===== src/rtl/ppu_vbuf_writer_pkg.sv =====
// Shared vbuf definitions: FSM state encoding, address field layout and line width.
// Imported by the PPU writer and the LCD reader stage.
package ppu_vbuf_writer_pkg;

  typedef enum logic [1:0] {
    ST_IDLE   = 2'd0,
    ST_ACTIVE = 2'd1,
    ST_FILL   = 2'd2,
    ST_DONE   = 2'd3
  } vbuf_state_t;

  localparam int unsigned VBUF_AW       = 17;
  localparam int unsigned VBUF_PAGE_BIT = 16;
  localparam int unsigned VBUF_Y_MSB    = 15;
  localparam int unsigned VBUF_Y_LSB    = 8;
  localparam int unsigned VBUF_X_MSB    = 7;
  localparam int unsigned VBUF_X_LSB    = 0;
  localparam int unsigned VBUF_LINE_W   = 256;

  function automatic logic [VBUF_AW-1:0] vbuf_addr(input logic page,
                                                   input logic [7:0] y,
                                                   input logic [7:0] x);
    logic [VBUF_AW-1:0] a;
    a                         = '0;
    a[VBUF_PAGE_BIT]          = page;
    a[VBUF_Y_MSB:VBUF_Y_LSB]  = y;
    a[VBUF_X_MSB:VBUF_X_LSB]  = x;
    return a;
  endfunction

endpackage


===== src/rtl/ppu_vbuf_xy_cnt.sv =====
// 8-bit x/y raster counter. Clear and increment may coincide: the count restarts
// at (0,0) and then steps, landing on (1,0).
module ppu_vbuf_xy_cnt (
  input  logic       i_ppu_clk,
  input  logic       i_ppu_rstn,
  input  logic       i_clr,
  input  logic       i_inc,
  output logic [7:0] o_x,
  output logic [7:0] o_y,
  output logic       o_x_last,
  output logic       o_y_last
);

  logic [7:0] x_base, y_base, x_nx, y_nx;

  always_comb begin
    x_base = i_clr ? '0 : o_x;
    y_base = i_clr ? '0 : o_y;
    x_nx   = x_base;
    y_nx   = y_base;
    if (i_inc) begin
      x_nx = x_base + 8'd1;
      if (x_base == '1) y_nx = y_base + 8'd1;
    end
  end

  always_ff @(posedge i_ppu_clk or negedge i_ppu_rstn) begin
    if (!i_ppu_rstn) begin
      o_x <= '0;
      o_y <= '0;
    end else begin
      o_x <= x_nx;
      o_y <= y_nx;
    end
  end

  assign o_x_last = (o_x == '1);
  assign o_y_last = (o_y == '1);

endmodule


===== src/rtl/ppu_vbuf_writer.sv =====
// Writer end of the double-buffered vbuf: PPU pixel stream -> {page, y, x} writes.
// Optional macro PPU_VBUF_FILL_EN overwrites rows V_LINES..255 with FILL_HSV each frame.
module ppu_vbuf_writer
  import ppu_vbuf_writer_pkg::*;
#(
  parameter int unsigned V_LINES  = 240,
  parameter logic [7:0]  FILL_HSV = 8'h00
) (
  input  logic               i_ppu_clk,
  input  logic               i_ppu_rstn,
  input  logic               i_pix_vld,
  input  logic               i_pix_sof,
  input  logic [7:0]         i_pix_hsv,
  output logic               o_pix_rdy,
  output logic               o_vbuf_wr,
  output logic [VBUF_AW-1:0] o_vbuf_addr,
  output logic [7:0]         o_vbuf_data,
  output logic               o_wr_page,
  output logic               o_frame_done,
  output logic               o_sync_err,
  input  logic               i_err_clr
);

  localparam logic [7:0] Y_LAST = 8'(V_LINES - 1);

  vbuf_state_t        state, state_nx;
  logic               page;
  logic [7:0]         x, y;
  logic               x_last, y_last;
  logic               cnt_clr, cnt_inc;
  logic               wr_en, err_set, accept;
  logic [VBUF_AW-1:0] wr_addr;
  logic [7:0]         wr_data;

  assign accept = i_pix_vld & o_pix_rdy;

  ppu_vbuf_xy_cnt u_xy_cnt (
    .i_ppu_clk  (i_ppu_clk),
    .i_ppu_rstn (i_ppu_rstn),
    .i_clr      (cnt_clr),
    .i_inc      (cnt_inc),
    .o_x        (x),
    .o_y        (y),
    .o_x_last   (x_last),
    .o_y_last   (y_last)
  );

  always_comb begin
    state_nx = state;
    cnt_clr  = 1'b0;
    cnt_inc  = 1'b0;
    wr_en    = 1'b0;
    wr_addr  = '0;
    wr_data  = '0;
    err_set  = 1'b0;
    case (state)
      ST_IDLE: begin
        if (accept && i_pix_sof) begin
          wr_en    = 1'b1;
          wr_addr  = vbuf_addr(page, 8'd0, 8'd0);
          wr_data  = i_pix_hsv;
          cnt_clr  = 1'b1;
          cnt_inc  = 1'b1;
          state_nx = ST_ACTIVE;
        end
      end
      ST_ACTIVE: begin
        if (accept) begin
          wr_en   = 1'b1;
          wr_data = i_pix_hsv;
          cnt_inc = 1'b1;
          // (0,0) is consumed on entry, so any sof seen here is mid-frame
          if (i_pix_sof) begin
            err_set = 1'b1;
            cnt_clr = 1'b1;
            wr_addr = vbuf_addr(page, 8'd0, 8'd0);
          end else begin
            wr_addr = vbuf_addr(page, y, x);
            if (x_last && (y == Y_LAST)) begin
`ifdef PPU_VBUF_FILL_EN
              state_nx = (V_LINES < VBUF_LINE_W) ? ST_FILL : ST_DONE;
`else
              state_nx = ST_DONE;
`endif
            end
          end
        end
      end
      ST_FILL: begin
        wr_en   = 1'b1;
        wr_addr = vbuf_addr(page, y, x);
        wr_data = FILL_HSV;
        cnt_inc = 1'b1;
        if (x_last && y_last) state_nx = ST_DONE;
      end
      ST_DONE: begin
        cnt_clr  = 1'b1;
        state_nx = ST_IDLE;
      end
      default: state_nx = ST_IDLE;
    endcase
  end

  always_ff @(posedge i_ppu_clk or negedge i_ppu_rstn) begin
    if (!i_ppu_rstn) begin
      state        <= ST_IDLE;
      page         <= 1'b0;
      o_pix_rdy    <= 1'b0;
      o_vbuf_wr    <= 1'b0;
      o_vbuf_addr  <= '0;
      o_vbuf_data  <= '0;
      o_frame_done <= 1'b0;
      o_sync_err   <= 1'b0;
    end else begin
      state        <= state_nx;
      if (state == ST_DONE) page <= ~page;
      // ready and done are registered from the next state so they align with it
      o_pix_rdy    <= (state_nx == ST_IDLE) || (state_nx == ST_ACTIVE);
      o_frame_done <= (state_nx == ST_DONE);
      o_vbuf_wr    <= wr_en;
      o_vbuf_addr  <= wr_addr;
      o_vbuf_data  <= wr_data;
      o_sync_err   <= err_set | (o_sync_err & ~i_err_clr);
    end
  end

  assign o_wr_page = page;

endmodule


===== config.mk =====
export PLATFORM = sky130hd
export DESIGN_NAME = ppu_vbuf_writer
export DESIGN_NICKNAME = d
export VERILOG_FILES = /design/src/rtl/ppu_vbuf_writer_pkg.sv /design/src/rtl/ppu_vbuf_xy_cnt.sv /design/src/rtl/ppu_vbuf_writer.sv
export SDC_FILE = /design/constraint.sdc
export NUM_CORES = 1
export LEC_CHECK = 0
export ABC_AREA = 1
export BUFFER_PORTS_ARGS = -buffer_cell sky130_fd_sc_hd__buf_2
export CELL_PAD_IN_SITES_DETAIL_PLACEMENT = 1
export CELL_PAD_IN_SITES_GLOBAL_PLACEMENT = 1
export CORE_MARGIN = 4
export CORE_UTILIZATION = 44
export DETAILED_ROUTE_END_ITERATION = 6
export PLACE_DENSITY = 0.83
export SLEW_MARGIN = 0
export SYNTH_ARGS = -nofsm -noshare
export SYNTH_HDL_FRONTEND = slang
export SYNTH_HIERARCHICAL = 1
export SYNTH_SLANG_ARGS = --single-unit

===== constraint.sdc =====
create_clock -name i_ppu_clk -period 3.25 [get_ports i_ppu_clk]
set_clock_uncertainty 0.2 [all_clocks]
set_input_delay 0.325 -clock i_ppu_clk [delete_from_list [all_inputs] [get_ports i_ppu_clk]]
set_output_delay 0.325 -clock i_ppu_clk [all_outputs]
set_load 0.02 [all_outputs]

# Word level (Yosys, flattened, before mapping)
# Index checks and enable logic that the tools add are counted.
[totals] output_inout_bits=30 reg_bits=48 wordCells=57 inputBits=13
[classes] reduce_logical=6 muxes=25 eq_ne=9 add_sub_neg=2 bitwise_logic=5
[op_table] cell="8-bit 2-to-1 mux" count=7
[op_table] cell="17-bit one-hot mux with 3 select lines" count=1
[op_table] cell="17-bit 2-to-1 mux" count=2
[op_table] cell="8-bit == test (second input constant)" count=4
[op_table] cell="8-bit by 1-bit adder with 8-bit output (second input constant)" count=2
[op_table] cell="16-bit 2-to-1 mux" count=1
[op_table] cell="8-bit one-hot mux with 2 select lines" count=1
[op_table] cell="2-bit 2-to-1 mux" count=5
[op_table] cell="2-bit one-hot mux with 4 select lines" count=1
[op_table] cell="2-bit == test (second input constant)" count=3
[op_table] cell="1-bit one-hot mux with 3 select lines" count=2
[op_table] cell="1-bit 2-to-1 mux" count=5
[op_table] cell="2-bit by 1-bit == test with 1-bit output (second input constant)" count=2
[op_table] cell="2-bit logical NOT" count=2
[op_table] cell="1-bit logical AND" count=3
[op_table] cell="1-bit AND" count=2
[op_table] cell="1-bit inverter" count=2
[op_table] cell="1-bit logical OR" count=1
[op_table] cell="1-bit OR" count=1

# Depth between registers and ports, before layout
[logic_depth] depth_word=8 ltp_mapped=19 ltp_nobuf=16

# By module
# The synthesis kept the hierarchy.
[by_module_without_submodules] module="ppu_vbuf_writer" area_each_um2=1207.4 cells_per_inst=118 n_inst=1 seq_area_each_um2=800.8
[by_module_without_submodules] module="ppu_vbuf_xy_cnt" area_each_um2=999.7 cells_per_inst=134 n_inst=1 seq_area_each_um2=400.4

# Worst setup path before layout
# OpenSTA, ideal clock, no wires.
[synth_path] path_type="reg2reg" startpoint="register o_pix_rdy" endpoint="register u_xy_cnt.o_y[6]" stages_incl_launch_ff=19 path_buffers=3 t_required_ns=2.937 synth_period_minus_slack_ns=2.277 setup_time_ns=0.113 setup_slack_ns=0.973 arrival_time_ns=1.964 cell_sequence="dfrtp_1 nand2_1 nor2_1 nand2_1 nand2_1 buf_6 inv_2 buf_6 nand2_1 inv_1 ha_1 nand2_1 inv_1 nand3_4 nor2_4 buf_6 nand3_1 nand2_1 inv_1"
[synth_between] elab_chain_cells=8 elab_cells_between_ends=13 classes_between="add/sub (1); eq/ne (1); mux (9); bitwise (1); reduce/logical (1)"
[synth_rtl] item="start: declaration" line="ppu_vbuf_writer.sv:14" text="output logic o_pix_rdy,"
[synth_rtl] item="start signal: assignment" line="ppu_vbuf_writer.sv:118" text="o_pix_rdy <= (state_nx == ST_IDLE) || (state_nx == ST_ACTIVE);"
[synth_rtl] item="1-bit AND *" line="ppu_vbuf_writer.sv:35" text="assign accept = i_pix_vld & o_pix_rdy;"
[synth_rtl] item="1-bit logical AND" line="ppu_vbuf_writer.sv:58" text="if (accept && i_pix_sof) begin"
[synth_rtl] item="1-bit 2-to-1 mux" line="ppu_vbuf_writer.sv:58"
[synth_rtl] item="1-bit one-hot mux with 3 select lines *" line="ppu_vbuf_writer.sv:56" text="case (state)"
[synth_rtl] item="via cnt_clr" line="ppu_vbuf_writer.sv:30" text="logic cnt_clr, cnt_inc;"
[synth_rtl] item="8-bit 2-to-1 mux (on tied branches)" line="ppu_vbuf_xy_cnt.sv:18, ppu_vbuf_xy_cnt.sv:17"
[synth_rtl] item="8-bit by 1-bit adder with 8-bit output or 8-bit == test (tied branches)" line="ppu_vbuf_xy_cnt.sv:23" text="if (x_base == '1) y_nx = y_base + 8'd1;"
[synth_rtl] item="8-bit 2-to-1 mux" line="ppu_vbuf_xy_cnt.sv:23"
[synth_rtl] item="8-bit 2-to-1 mux *" line="ppu_vbuf_xy_cnt.sv:21" text="if (i_inc) begin"
[synth_rtl] item="via u_xy_cnt.y_nx[6]" line="ppu_vbuf_xy_cnt.sv:14" text="logic [7:0] x_base, y_base, x_nx, y_nx;"
[synth_rtl] item="end signal: assignment" line="ppu_vbuf_xy_cnt.sv:33" text="o_y <= y_nx;"
[synth_rtl] item="end: declaration" line="ppu_vbuf_xy_cnt.sv:9" text="output logic [7:0] o_y,"
# Mark *: on every way through the listed nets, which the timed path passes. The rest lies on a longest branch.
# A chain may end at the register's enable or synchronous reset.

# Worst setup path in the final report
[layout_path] startpoint="register o_pix_rdy" endpoint="register u_xy_cnt.o_y[3]"
# Same word-level chain as after synthesis.

==> impl_metrics.ini <==
[run_status]
outcome = finished, final reports clean

[sta]
clock.fmax_mhz = 372
rsz0062_at_grt = no
final.setup.tns_ns = 0
relSlewSlack_pct = 30.2
hold_violations = 0
post-route-period-util_pct = 82.7
tightest_slew_ns = 1.05
setup_ws_ns = 0.562
post-route-min-period_ns = 2.69
setup_viol = 0
finalMaxSlewViolations = 0
fin_hold_ws_ns = 0.0123

[floorplan]
die-area_um2 = 6210
start_util_pct = 46.1
die_h_um = 78.8
dieWidth_um = 78.8
rows = 25
coreArea_um2 = 4790
num_io_pins = 43

[placed_design]
dp_hpwl_um = 3600
post-place-cells = 357
port_buffers = 42
dpl_cell_area_um2 = 2450
routabilityCongestion = 0.846
place_ws_ns = 0.492

[logic_synthesis]
synth.distinct_cells = 26
ys_ff_latch = 48
synthesis.area_um2 = 2210
synth_top_area_cell = dfrtp_1
synthCells = 252
synth_top_area_share_pct = 54.4
synth_fp_nets = 267
avgSynthCellArea_um2 = 8.76
ys_top_cells_by_area = dfrtp_1 54%, inv_1 9.4%, nand2_1 9.2%
yosys_warnings = 6
seq_area_frac_synth_pct = 54.4

[layout]
final_area_um2 = 2560
final_cell_mix = 55 x inv_1, 54 x nand2_1, 48 x dfrtp_1, 42 x buf_2, 38 x nor2_1
fin_cells = 366
mostFrequentLayoutCell = inv_1
drive_gt1_share_pct = 25.1
num_antenna_cells = 0
postLayoutCoreUtil_pct = 53.6
fin_nets = 313
area_growth_pct = 16.2

[power_and_ir_drop]
internal_power_mw = 0.890
p_seq_share_pct = 53.6
switching_share_pct = 25.4
powerDensity_nw_per_um2 = 465
p_leak_nw = 1.45
p_sw_mw = 0.302
power_mw = 1.19
peakVddDrop_mv = 0.189
p_comb_share_pct = 11.1
clkPwrFrac_pct = 35.3

[drt]
drc = 0
vias = 1654
ant_nets = 0
drt-vias-per-instance = 4.52
first_iter_violations = 52
wl_per_cell_um = 13.0
first_pass_iters = 4
finalWirelength_um = 4750

[setup_path]
worstPathMaxFanout = 14
crit_path_end_kind = flop
start_kind = flop
crit_type = flop to flop
cp.arrival_ns = 2.68
crit_required_ns = 3.25

[clock_network]
cts_made_buffers = 5
clockBufferDepth = 2
cts_tree = done
cts_setup_buffers = 0
root_buffer = clkbuf_8
clk_latency_ns = 0.29
clk_pin_slew_ns = 0.08
htree_levels = 2
cts.sinks = 48

[global_routing]
grt_use_total_pct = 17.0
grt_pass1_wl_um = 8390
grt_pass1_vias = 1816
grt-ovfl-total = 0
antenna_found_initial = 0
grt_max_degree = 49

[min_path]
min_path_type = primary input to async pin

[run]
drv_cap = 0
## state kept, by name (all words and copies together) (netlist names), 2 cells and up
name          cells
o_vbuf_addr      17
o_vbuf_data       8
u_xy_cnt/o_x      8
u_xy_cnt/o_y      8
state             2
## cell type report
type | instances | area (um^2)
tap | 67 | 83.8
fill | 603 | 2220
multi-input combinational | 140 | 723
inverter | 60 | 229
clock buffer | 6 | 72.6
sequential | 48 | 1200
clock inverter | 2 | 35.0
timing repair buffer | 43 | 220
## logic make-up after synthesis
group / share of synthesized area [%]
XOR/XNOR: 2.38
AND/OR/NAND/NOR: 27.8
adder cells (fa/ha/maj): 1.13
AO/OA/AOI/OAI: 1.47
buffers and inverters: 12.8
flip-flops: 54.4
## critical path, stage by stage, from the launching register on
cell      delay, ns
dfrtp_1        0.38
nand2_1        0.09
nor2_1         0.07
nand2_1        0.09
nand2_1        0.29
inv_2          0.29
nand2_1        0.12
inv_1          0.07
ha_1           0.13
nand2_1        0.07
inv_1          0.12
nand3_4        0.11
nor2_4         0.31
nand3b_1       0.12
nand2_1        0.09
inv_1          0.04
## per-layer routing
metal / routed length, um / up-vias / global-route usage, % / part of all wire (%)
li1: - / 822 / - / -
met3: 209 / 5 / 3.63 / 4.4
met5: 0 / - / 0 / 0
met2: 2370 / 36 / 30.8 / 50
met4: 47 / 0 / 4.12 / 0.99
met1: 2130 / 791 / 20.7 / 45
## cells in the mapped netlist (all sizes together)
| cell | number |
|---|---|
| o211ai | 1 |
| xor2 | 4 |
| xnor2 | 2 |
| inv | 59 |
| a21oi | 1 |
| nand3 | 11 |
| o21ai | 3 |
| nand2 | 57 |
| nand3b | 3 |
| nor4 | 2 |
| nand4 | 2 |
| dfrtp | 48 |
| buf | 4 |
| ha | 2 |
| nor2 | 52 |
| clkinv | 1 |
## power by group through the flow
stage               registers, mW  logic, mW  clock network [mW]
CTS                         0.640      0.136               0.434
floorplan                   0.662     0.0764                   0
global route                0.643      0.151               0.458
finish                      0.640      0.133               0.421
global placement            0.651      0.128                   0
detailed placement          0.652      0.133                   0
## path summary, 6_finish.rpt
| kind | from | to | cells after the start | slack, ns |
|---|---|---|---|---|
| setup / recovery | o_pix_rdy | u_xy_cnt/o_y[3] | 15 | 0.56 |
| hold / removal | i_ppu_rstn | o_vbuf_data[6] | 1 | 0.01 |
| setup reg to reg | o_pix_rdy | u_xy_cnt/o_y[3] | 15 | 0.56 |
| hold reg to reg | o_wr_page | o_wr_page | 1 | 0.30 |
| max in group asynchronous | i_ppu_rstn | u_xy_cnt/o_x[0] | 1 | 2.19 |
| min in group i_ppu_clk | i_pix_hsv[2] | o_vbuf_data[2] | 3 | 0.04 |
## timing repair
action                    4_1_cts  5_1_grt
hold endpoints to repair        1        0
hold buffers                    1        0
resized for setup               0        0
(Power assumes the default switching activity.)
